File: src/rtl/legofpga_bringup_seq.sv
// Bring-up sequencer: filters clock-wizard lock, sequences PHY reset and settle, issues one
// control word over a valid/ready handshake, then releases MAC and application resets.
module legofpga_bringup_seq #(
  parameter int unsigned LOCK_FILT_CYC   = 1024,
  parameter int unsigned PHY_RST_CYC     = 1250,
  parameter int unsigned PHY_SETTLE_CYC  = 62500,
  parameter logic [3:0]  CFG_WORD        = 4'h1,
  parameter int unsigned CFG_TIMEOUT_CYC = 1250000,
  parameter int unsigned CNT_W           = 21
) (
  input  logic       clk_125,
  input  logic       sys_rst_n,
  input  logic       mmcm_locked_i,
  output logic       phy_rst_n,
  output logic       start_config,
  output logic [3:0] control_data,
  output logic       control_valid,
  input  logic       control_ready,
  output logic       mac_rst_n,
  output logic       app_rst_n,
  output logic [2:0] seq_state,
  output logic       seq_error
);

  // Handshake: a word transfers on a rising clk_125 edge where control_valid and control_ready
  // are both high; control_valid/control_data stay stable until then, and valid drops next cycle.

  typedef enum logic [2:0] {
    S_WAIT_LOCK  = 3'd0,
    S_PHY_RST    = 3'd1,
    S_PHY_SETTLE = 3'd2,
    S_CFG_START  = 3'd3,
    S_CFG_SEND   = 3'd4,
    S_RUN        = 3'd5
  } state_e;

  // A zero-length phase would underflow the counter, so treat it as a single cycle.
  localparam int unsigned LF_EFF = (LOCK_FILT_CYC   == 0) ? 1 : LOCK_FILT_CYC;
  localparam int unsigned PR_EFF = (PHY_RST_CYC     == 0) ? 1 : PHY_RST_CYC;
  localparam int unsigned PS_EFF = (PHY_SETTLE_CYC  == 0) ? 1 : PHY_SETTLE_CYC;
  localparam int unsigned TO_EFF = (CFG_TIMEOUT_CYC == 0) ? 1 : CFG_TIMEOUT_CYC;

  localparam logic [CNT_W-1:0] LF_LAST   = CNT_W'(LF_EFF - 1);
  localparam logic [CNT_W-1:0] PR_LOAD   = CNT_W'(PR_EFF);
  localparam logic [CNT_W-1:0] PS_LOAD   = CNT_W'(PS_EFF);
  localparam logic [CNT_W-1:0] TO_LOAD   = CNT_W'(TO_EFF);
  localparam logic [CNT_W-1:0] CNT_ONE   = CNT_W'(1);
  localparam logic [CNT_W-1:0] CNT_MAX   = {CNT_W{1'b1}};

  state_e           state_q, state_d;
  logic [CNT_W-1:0] cnt_q, cnt_d;
  logic             sync1_q, sync1_d;
  logic             lock_s_q, lock_s_d;
  logic             phy_rst_n_q, phy_rst_n_d;
  logic             start_config_q, start_config_d;
  logic [3:0]       control_data_q, control_data_d;
  logic             control_valid_q, control_valid_d;
  logic             mac_rst_n_q, mac_rst_n_d;
  logic             app_rst_n_q, app_rst_n_d;
  logic             seq_error_q, seq_error_d;

  always_comb begin
    state_d         = state_q;
    cnt_d           = cnt_q;
    sync1_d         = mmcm_locked_i;
    lock_s_d        = sync1_q;
    phy_rst_n_d     = phy_rst_n_q;
    start_config_d  = 1'b0;
    control_data_d  = control_data_q;
    control_valid_d = control_valid_q;
    mac_rst_n_d     = mac_rst_n_q;
    app_rst_n_d     = app_rst_n_q;
    seq_error_d     = seq_error_q;

    // Lock loss outranks every other transition, including a handshake in the same cycle.
    if (state_q != S_WAIT_LOCK && !lock_s_q) begin
      state_d         = S_WAIT_LOCK;
      cnt_d           = '0;
      phy_rst_n_d     = 1'b0;
      control_valid_d = 1'b0;
      control_data_d  = 4'h0;
      mac_rst_n_d     = 1'b0;
      app_rst_n_d     = 1'b0;
    end else begin
      unique case (state_q)
        S_WAIT_LOCK: begin
          phy_rst_n_d     = 1'b0;
          control_valid_d = 1'b0;
          control_data_d  = 4'h0;
          mac_rst_n_d     = 1'b0;
          app_rst_n_d     = 1'b0;
          if (!lock_s_q) begin
            cnt_d = '0;
          end else if (cnt_q >= LF_LAST) begin
            state_d = S_PHY_RST;
            cnt_d   = PR_LOAD;
          end else if (cnt_q != CNT_MAX) begin
            cnt_d = cnt_q + CNT_ONE;
          end
        end
        S_PHY_RST: begin
          if (cnt_q <= CNT_ONE) begin
            state_d     = S_PHY_SETTLE;
            cnt_d       = PS_LOAD;
            phy_rst_n_d = 1'b1;
          end else begin
            cnt_d = cnt_q - CNT_ONE;
          end
        end
        S_PHY_SETTLE: begin
          if (cnt_q <= CNT_ONE) begin
            state_d        = S_CFG_START;
            start_config_d = 1'b1;
          end else begin
            cnt_d = cnt_q - CNT_ONE;
          end
        end
        S_CFG_START: begin
          state_d         = S_CFG_SEND;
          cnt_d           = TO_LOAD;
          control_valid_d = 1'b1;
          control_data_d  = CFG_WORD;
        end
        S_CFG_SEND: begin
          if (control_valid_q && control_ready) begin
            state_d         = S_RUN;
            control_valid_d = 1'b0;
            control_data_d  = 4'h0;
          end else if (cnt_q <= CNT_ONE) begin
            // Timed out: flag it and retry from a fresh start_config pulse.
            state_d         = S_CFG_START;
            start_config_d  = 1'b1;
            control_valid_d = 1'b0;
            control_data_d  = 4'h0;
            seq_error_d     = 1'b1;
          end else begin
            cnt_d = cnt_q - CNT_ONE;
          end
        end
        S_RUN: begin
          mac_rst_n_d = 1'b1;
          app_rst_n_d = mac_rst_n_q;
        end
        default: begin
          state_d = S_WAIT_LOCK;
          cnt_d   = '0;
        end
      endcase
    end
  end

  always_ff @(posedge clk_125 or negedge sys_rst_n) begin
    if (!sys_rst_n) begin
      state_q         <= S_WAIT_LOCK;
      cnt_q           <= '0;
      sync1_q         <= 1'b0;
      lock_s_q        <= 1'b0;
      phy_rst_n_q     <= 1'b0;
      start_config_q  <= 1'b0;
      control_data_q  <= 4'h0;
      control_valid_q <= 1'b0;
      mac_rst_n_q     <= 1'b0;
      app_rst_n_q     <= 1'b0;
      seq_error_q     <= 1'b0;
    end else begin
      state_q         <= state_d;
      cnt_q           <= cnt_d;
      sync1_q         <= sync1_d;
      lock_s_q        <= lock_s_d;
      phy_rst_n_q     <= phy_rst_n_d;
      start_config_q  <= start_config_d;
      control_data_q  <= control_data_d;
      control_valid_q <= control_valid_d;
      mac_rst_n_q     <= mac_rst_n_d;
      app_rst_n_q     <= app_rst_n_d;
      seq_error_q     <= seq_error_d;
    end
  end

  assign phy_rst_n     = phy_rst_n_q;
  assign start_config  = start_config_q;
  assign control_data  = control_data_q;
  assign control_valid = control_valid_q;
  assign mac_rst_n     = mac_rst_n_q;
  assign app_rst_n     = app_rst_n_q;
  assign seq_state     = state_q;
  assign seq_error     = seq_error_q;

endmodule
File: config.mk
export PLATFORM = sky130hd
export DESIGN_NAME = legofpga_bringup_seq
export DESIGN_NICKNAME = d
export VERILOG_FILES = /design/src/rtl/legofpga_bringup_seq.sv
export SDC_FILE = /design/constraint.sdc
export NUM_CORES = 1
export LEC_CHECK = 0
export CORE_MARGIN = 2
export CORE_UTILIZATION = 59
export DETAILED_ROUTE_END_ITERATION = 12
export PLACE_DENSITY = 0.8
export SLEW_MARGIN = 15
export SYNTH_ARGS = -nofsm -noshare
export SYNTH_HDL_FRONTEND = slang
export SYNTH_SLANG_ARGS = --single-unit
File: constraint.sdc
create_clock -name clk_125 -period 3.2 [get_ports clk_125]
set_input_delay 0.32 -clock clk_125 [delete_from_list [all_inputs] [get_ports clk_125]]
set_output_delay 0.32 -clock clk_125 [all_outputs]
set_load 0.02 [all_outputs]
### Word level (Yosys, flattened, before mapping)

Index checks and enable logic that the tools add are counted.

| word-level totals | value |
|---|---|
| register bits after elaboration | 36 |
| bits of input ports | 4 |
| output and inout bits | 13 |
| word-level logic and storage cells | 77 |

| operators by class | value |
|---|---|
| add/subtract/negate cells | 2 |
| order comparisons | 2 |
| equal/unequal tests | 13 |
| muxes and demuxes | 34 |
| bitwise gates (word level) | 2 |
| reduce and logical (&&, ||, !) cells | 13 |

Operators by type and width:

| kind | count |
|---|---|
| $mux W21 | 7 |
| $pmux W21 S6 | 1 |
| $add A21 B1 Y21 const B | 1 |
| $ge A21 B10 Y1 const B | 1 |
| $le A21 B1 Y1 const B | 1 |
| $ne A21 B21 Y1 const B | 1 |
| $sub A21 B1 Y21 const B | 1 |
| $mux W3 | 6 |
| $pmux W3 S6 | 1 |
| $mux W4 | 3 |
| $ne A3 B3 Y1 const B | 4 |
| $pmux W4 S3 | 1 |
| $mux W1 | 10 |
| $reduce_bool A3 Y1 | 3 |
| $pmux W1 S2 | 4 |
| $reduce_and A4 Y1 | 2 |
| $eq A3 B2 Y1 const B | 2 |
| $eq A3 B3 Y1 const B | 2 |
| $ne A5 B5 Y1 const B | 1 |
| $ne A4 B4 Y1 const B | 1 |
| $reduce_and A2 Y1 | 2 |
| $reduce_bool A4 Y1 | 1 |
| $eq A3 B1 Y1 const B | 1 |
| $logic_not A3 Y1 | 1 |
| 6 further kinds | 8 |

### Logic depth before layout (Yosys ltp)

Gate-level depths: netlist of run 1.

| logic depth | value |
|---|---|
| word-level depth | 6 |
| gate-level depth with buffers | 9 |

### Least setup slack after synthesis of run 1

No wires, ideal clock.

| path | value |
|---|---|
| kind | register to register |
| start point | reg cnt_q[17] |
| end point | reg cnt_q[4] |
| library setup time | 126 ps |
| arrival | 2454 ps |
| required time | 3074 ps |
| slack | 620 ps |
| stages on the path, launching flop included | 9 |
| period minus slack after synthesis | 2580 ps |
| cells stage by stage | dfrtp_1 -> buf_6 -> or4_4 -> or3_1 -> buf_2 -> o32a_1 -> a211oi_4 -> nor2_1 -> a221o_1 |

| between the ends | value |
|---|---|
| cells in the longest elaborated chain, start to end | 5 |
| elaborated cells between the ends (all ways) | 12 |
| classes of those cells | order compare (2); eq/ne (2); mux (7); reduce/logical (1) |

Ends and longest elaborated chain:

| what | RTL line | text |
|---|---|---|
| start, declared | 51 | `logic [CNT_W-1:0] cnt_q, cnt_d;` |
| start signal, assigned | 167 | `cnt_q <= cnt_d;` |
| $le A21 B1 Y1 or $ge A21 B10 Y1 (tied branches) | - |  |
| $mux W21 (on tied branches) (2 in a row) | - |  |
| $pmux W21 S6 | 85 | `unique case (state_q)` |
| $mux W21 | 76 | `if (state_q != S_WAIT_LOCK && !lock_s_q) begin` |

Parallel ways exist; a longest one is shown, timed or not. The select of a mux whose other input is x is not followed.
A chain may end at the register's enable or synchronous reset.

### Final worst setup path of run 1

| path | value |
|---|---|
| start point | reg cnt_q[14] |
| end point | reg cnt_q[1] |

The elaborated chain is that of the path after synthesis.

==> results of run 1 <==
==> cell usage in the layout (no fill, tap or decap), types with 2 or more instances in the layout <==
cell             count
o21ai_0             34
dfrtp_1             32
nor2_1              27
nand2_1             25
a21oi_1             21
nor3_1              19
buf_4               14
clkdlybuf4s50_1     13
inv_1               10
nor2b_1              7
xnor2_1              7
clkbuf_8             7
o22ai_1              6
a31oi_1              6
nand3_1              6
nand2b_1             5
o2bb2ai_1            5
or4_1                4
or3_1                4
a211oi_1             4
and3_1               4
a21boi_0             3
nor3b_1              3
o211ai_1             3
o32ai_1              3
a2bb2oi_1            3
xor2_1               3
ha_1                 3
conb_1               3
a41o_1               2
o32a_1               2
nor4_1               2
o31a_1               2
nand4_1              2
a21o_1               2
o31ai_1              2
==> worst max-delay path, stage by stage (launching register included) <==
cell and delay (ns):
dfrtp_1 0.40, or4_1 0.60, or3_1 0.46, o32a_1 0.40, a211oi_4 0.38, buf_4 0.26, o22ai_1 0.10
==> through the flow <==
step | instance area [sq um] | utilization [%]
after floorplan | 2420 | -
after global placement | 2600 | 65.4
after detailed placement | 2600 | 65.4
after CTS | 2720 | 68.6
after global routing | 2720 | 68.6
final | 2720 | 68.6
==> flip-flops by register name, indices dropped and copies added, names as in the netlist <==
signal / cells
seq_error: 1
mac_rst_n: 1
control_valid: 1
seq_state: 3
phy_rst_n: 1
cnt_q: 21
lock_s_d: 1
lock_s_q: 1
start_config: 1
app_rst_n: 1
==> power by group through the flow <==
stage | logic, uW | registers, uW | clock network (uW)
after floorplan | 104 | 420 | 0
after global placement | 145 | 423 | 0
after detailed placement | 147 | 423 | 0
after CTS | 147 | 415 | 440
after global routing | 169 | 416 | 456
final | 150 | 415 | 437
==> layer usage <==
metal | wire length [um] | GRT usage (%) | up-vias | part of all wire, %
met5 | 0 | 0 | - | 0
met4 | 172 | 14.5 | 0 | 2.5
met3 | 541 | 5.76 | 17 | 7.9
met2 | 3140 | 50.2 | 124 | 46
met1 | 3010 | 45.9 | 1196 | 44
li1 | - | - | 1152 | -
==> cell usage after synthesis, types with 5 or more instances <==
master     number
o22ai_1         6
nand3_1         6
nor3_1         19
o2bb2ai_1       5
nand2_1        25
nor2_1         27
a21oi_1        21
dfrtp_1        32
nor2b_1         7
buf_4           5
o21ai_0        34
inv_1          10
xnor2_1         7
a31oi_1         6
clkbuf_1       15
nand2b_1        5
==> cells by family after synthesis <==
| logic type | Yosys count | share of synthesized area, % |
|---|---|---|
| compound gates | 111 | 30.5 |
| xor+xnor | 10 | 3.63 |
| fa+ha+maj | 3 | 1.55 |
| buf+inv | 35 | 6.63 |
| flops | 32 | 33.2 |
| other cells | 1 | 0.155 |
| simple gates | 115 | 24.4 |
==> cell type report <==
type	instances	area share [%]
Multi-Input combinational cell	242	53.7
Inverter	10	1.38
Timing Repair Buffer	27	8.64
Clock buffer	7	3.54
Sequential cell	32	29.4
Tap cell	50	2.30
Clock inverter	1	1.10
==> worst paths after layout <==
check | slack, ns | end | start
setup reg to reg | 0.46 | cnt_q[1] | cnt_q[14]
max in group asynchronous | 2.44 | seq_state[0] | sys_rst_n
hold reg to reg | 0.36 | lock_s_q | lock_s_d
setup / recovery | 0.46 | cnt_q[1] | cnt_q[14]
hold / removal | 0.36 | lock_s_q | lock_s_d
min in group asynchronous | 0.44 | cnt_q[1] | sys_rst_n
==> results by group, run 1 <==
Yosys
  • Synth top area share: between 30% and 40%
  • Distinct cells, synth: 58
  • Area leader, netlist: dfrtp_1
  • Synth Area per Inst: about 8 sq um
  • Async S/R FF share, synth: 100%
  • Synth Cell Area: 0.00241 sq mm
  • Synthesis-stage register bit count: 32
  • Sequential fraction of the synthesis area: approximately a third
  • Top cells by area, synth: dfrtp_1 33%, o21ai_0 7.0%, a21oi_1 4.4%, nor2_1 4.2%, nor3_1 3.9%
  • Ys flop type: dfrtp_1
  • Syn Inst Count: approximately 310
  • Post-synth EDFFs: 0
  • Total number of yosys warnings: 0

Power and ir drop
  • Logic pwr share: 14.9%
  • Leakage: around 0.0011 uW
  • Int Pwr: approximately 740 uW
  • P_sw: about 270 uW
  • Sequential power share: between 40% and 50%
  • Share of power burned in the clock network: between 40 and 50%
  • VDD IR max: 0.000232 V
  • Cell area power density: 368 mW/mm^2
  • Switch share: between 20% and 30%
  • Design Power: between 1000 and 1500 uW

Worst hold path
  • Hold depth: 0
  • Min-delay worst type: flip-flop to flip-flop

Cells and area
  • Final #Nets: approximately 330
  • Fillers: 344
  • Layout Cells excl Fill: between 300 and 400
  • P&R area growth vs syn: 12.8%
  • Layout cell share with drive strength beyond 1: a little under a tenth
  • Multi-input combinational cell area: ~0.0015 sq mm
  • Ant. Diodes: 0
  • FF/Latch Area: around 800 sq um

Clock network
  • CTS Buf Count: 5
  • Clock slew seen by the registers of the worst setup and hold paths: ~0.080 ns
  • CTS tree: yes
  • Hold_buf cts: 0
  • Post-CTS Resized: 0
  • CTS sink count: 32
  • Clock Root Buffer: clkbuf_8
  • Deepest clock path buffer count: 2
  • Clock H-tree levels: 2
  • Setup Buffers After CTS: 0
  • Clock Latency Late Sink: approximately 0.29 ns

STA
  • Slew Limit Fails: 0
  • Least-Margin Pin Slew: between 0.6 and 0.7 ns
  • Setup violators final: 0
  • Setup TNS: 0 ns
  • Final period util: 85.7%
  • Fin crit period: between 2 and 3 ns
  • Worst hold slack: between 0.3 and 0.4 ns
  • Hold Fails Final Rpt: 0
  • Slack of the critical path: 0.457 ns
  • Slew HR: between 50% and 60%
  • Max Clock Freq: ~360 MHz
  • RSZ-0062 raised after global routing: no
  • Clock Skews: approximately 0.011 ns

Floorplanning
  • Die Wd: between 60 and 70 um
  • Boundary Pins: 17
  • Die area: 0.00462 sq mm
  • Chip height: about 68 um
  • Initial core utilization: about three fifths
  • Total core area: 0.00397 sq mm
  • Rows: 23

Status
  • Status: finished, final reports clean

Global routing
  • GRT Util Overall: about a third
  • Initial antenna violation count: 0
  • Vias in the first global route: 2339
  • Gr ovfl total: 0
  • First-pass GRT wire length: 11300 um
  • Maximum number of pins on one net before global-route repair: 33

Routing
  • DRT iter0 DRCs: between 300 and 400
  • Via count: approximately 2500
  • Routed Antenna Nets: 0
  • WL/cell: between 15 and 20 um
  • Drt drc: 0
  • Pre-antenna DRT Iters: 5
  • Vias per cell: just under 7
  • Routed WL: about 6900 um

Worst setup path
  • Endpoint class of the critical path: flip-flop
  • CP Max Fanout: 12
  • Crit start category: flip-flop
  • CP arrival: between 2 and 3 ns
  • Crit path required time: ~3.4 ns
  • Reg2Reg Depth: 6
  • Setup CP Type: flip-flop to flip-flop

Place
  • Placer Congestion: 0.923
  • IO Port Bufs: 13
  • Setup WS pre-CTS: between 0.4 and 0.5 ns
  • DP HPWL: just under 5000 um
  • Placed cell count: ~360

Flow run
  • Max-cap viol count: 0
Power figures use the tool's default switching activity.
==> inputs of run 2 (changes only) <==
- CTS_CLUSTER_SIZE: not set -> 25
- HOLD_SLACK_MARGIN: not set -> 0.08
- SLEW_MARGIN: 15 -> 25
==> results of run 2 <==
The final DEF is identical to that of run 1; final timing and power are the same.
==> inputs of run 3 (changes only) <==
- CORE_UTILIZATION: 59 -> 61
- PLACE_DENSITY: 0.8 -> 0.82
- TNS_END_PERCENT: not set -> 5
- clock period: 3.2 -> 3.3 ns (I/O delays scaled with it)
==> run 3 against run 2 <==
  * Sequential power down 3%
  * Non-clock buffer count fell by 2
  * Fmax decreased by 3.2%
  * Hold slack worse by 0.0087 ns
  * Count of clock-buffer cells in the layout is 1 higher
  * Core utilization is 2.7 points higher
  * Design area is 2.0% lower
  * Clock skew down 0.0072 ns
  * Cell count shrank 1.1%
  * Largest cell class unchanged
==> results by group, run 3 (synthesized netlist as in run 1, its figures left out) <==
STA
  • RSZ-0062 raised after global routing: no (unchanged)
  • Final period util: 85.9% (was 85.7%)
  • Hold Fails Final Rpt: 0 (unchanged)
  • Max Clock Freq: 353 MHz (was 365 MHz)
  • Slew Limit Fails: 0 (unchanged)
  • Least-Margin Pin Slew: 0.791 ns (was 0.678 ns)
  • Setup TNS: 0 ns (unchanged)
  • Worst hold slack: 0.351 ns (was 0.359 ns)
  • Clock Skews: 0.00372 ns (was 0.0109 ns)
  • Slew HR: 47.0% (was 54.6%)
  • Fin crit period: 2.83 ns (was 2.74 ns)
  • Setup violators final: 0 (unchanged)

Power and ir drop
  • Leakage: 0.00111 uW (was 0.00114 uW)
  • Cell area power density: 324 mW/mm^2 (was 368 mW/mm^2)
  • VDD IR max: 0.000220 V (was 0.000232 V)

Clock network
  • Clock slew seen by the registers of the worst setup and hold paths: 0.07 ns (was 0.08 ns)
  • Setup Buffers After CTS: 0 (unchanged)
  • Clock H-tree levels: 2 (unchanged)
  • Hold_buf cts: 0 (unchanged)
  • Deepest clock path buffer count: 2 (unchanged)
  • CTS sink count: 32 (unchanged)
  • CTS Buf Count: 5 (unchanged)
  • Clock Latency Late Sink: 0.29 ns (about the same)
  • CTS tree: yes (unchanged)
  • Clock Root Buffer: clkbuf_8 (unchanged)
  • Post-CTS Resized: 0 (unchanged)

Worst setup path
  • Endpoint class of the critical path: flip-flop (unchanged)
  • Setup CP Type: flip-flop to flip-flop (unchanged)
  • CP Max Fanout: 11 (was 12)
  • CP max stage delay: 0.61 ns (was 0.60 ns)
  • Crit start category: flip-flop (unchanged)
  • CP startpoint: cnt_q[12] (was cnt_q[14])
  • Worst path bufs/invs: 1 (unchanged)
  • CP arrival: 2.97 ns (was 2.90 ns)
  • Crit path required time: 3.44 ns (was 3.35 ns)
  • Crit path max-delay family: simple AND/OR/NAND/NOR gates (unchanged)
  • Cells along the critical path: or4_1 > or3_1 > o32a_1 > a211oi_4 > buf_4 > o22ai_1 (unchanged)
  • Critical Path Slowest Stage Cell: or4_1 (unchanged)
  • Reg2reg start: cnt_q[12] (was cnt_q[14])

Floorplanning
  • Chip height: 66.9 um (was 68.0 um)
  • Die Wd: 66.9 um (was 68.0 um)
  • Rows: 22 (was 23)
  • Die area: 0.00448 sq mm (was 0.00462 sq mm)
  • Initial core utilization: 64.5% (was 60.8%)
  • Total core area: 0.00374 sq mm (was 0.00397 sq mm)
  • Boundary Pins: 17 (unchanged)

Cells and area
  • P&R area growth vs syn: 10.6% (was 12.8%)
  • Commonest cells after routing, fill and taps aside: 34 x o21ai_0, 32 x dfrtp_1, 27 x nor2_1 (unchanged)
  • Max FFs per register: 21 (unchanged)
  • Top reg by flops: cnt_q (unchanged)
  • Commonest non-fill, non-tap cell in the layout: o21ai_0 (unchanged)
  • Final #Nets: 323 (was 325)
  • Layout cell share with drive strength beyond 1: 7.89% (was 9.09%)
  • Ant. Diodes: 0 (unchanged)

Global routing
  • Vias in the first global route: 2267 (was 2339)
  • Gr ovfl total: 0 (unchanged)
  • GRT Util Overall: 33.0% (about the same)
  • Initial antenna violation count: 0 (unchanged)
  • Maximum number of pins on one net before global-route repair: 33 (unchanged)
  • First-pass GRT wire length: 10900 um (was 11300 um)

Worst hold path
  • Min-delay worst type: flip-flop to flip-flop (unchanged)
  • Min-delay src: lock_s_d (unchanged)

Status
  • Status: finished, final reports clean (unchanged)

Routing
  • Via count: 2491 (was 2489)
  • Drt drc: 0 (unchanged)
  • WL/cell: 18.5 um (was 18.6 um)
  • Pre-antenna DRT Iters: 5 (unchanged)
  • Vias per cell: 6.82 (was 6.75)
  • DRT iter0 DRCs: 310 (was 346)
  • Routed WL: 6740 um (was 6860 um)
  • Routed Antenna Nets: 0 (unchanged)

Place
  • Placer Congestion: 0.957 (was 0.923)
  • IO Port Bufs: 13 (unchanged)
  • DP HPWL: 4690 um (was 4860 um)

Flow run
  • Max-cap viol count: 0 (unchanged)
run 3: area by class of cell:
type | count | area (sq um)
tap | 48 | 60.1
fill | 313 | 1070
inverter | 10 | 37.5
clock buffer | 8 | 90.1
sequential | 32 | 801
timing repair buffer | 25 | 220
multi-input combinational | 242 | 1460
run 3: per-stage QoR:
stage                     power (uW)  utilization (%)  worst slack (ns)  area [sq um]  cells
after floorplan                  508                -             0.720          2420    309
after global routing             899             71.3             0.377          2670    365
after global placement           549             68.9             0.563          2580    357
final                            864             71.3             0.467          2670    365
after detailed placement         552             68.9             0.525          2580    357
after CTS                        865             71.3             0.517          2670    365
run 3: path summary, 6_finish.rpt:
kind                        endpoint  slack, ns  depth (start not counted)
max                         cnt_q[1]       0.47                          6
min                         lock_s_q       0.35                          0
max reg2reg                 cnt_q[1]       0.47                          6
min reg2reg                 lock_s_q       0.35                          0
max in group asynchronous  cnt_q[19]       2.55                          2
min in group asynchronous  cnt_q[10]       0.44                          2
run 3: power by group:
part | internal, uW | leakage (uW) | switching, uW | total (uW)
registers | 396 | 0.000440 | 6.47 | 403
logic | 51.4 | 0.000629 | 94.1 | 146
clock network | 170 | 0.0000455 | 146 | 316
run 3: worst reg2reg max path, stage by stage, from the launching register on:
cell      delay [ns]
dfrtp_1         0.43
or4_1           0.61
or3_1           0.49
o32a_1          0.40
a211oi_4        0.39
buf_4           0.26
o22ai_1         0.11
run 3: per-layer routing:
metal | wire [um] | global-route usage, % | vias up
met1 | 2830 | 42.2 | 1174
li1 | - | - | 1149
met2 | 3140 | 52.3 | 142
met4 | 197 | 16.3 | 0
met3 | 563 | 7.26 | 26
met5 | 0 | 0 | -
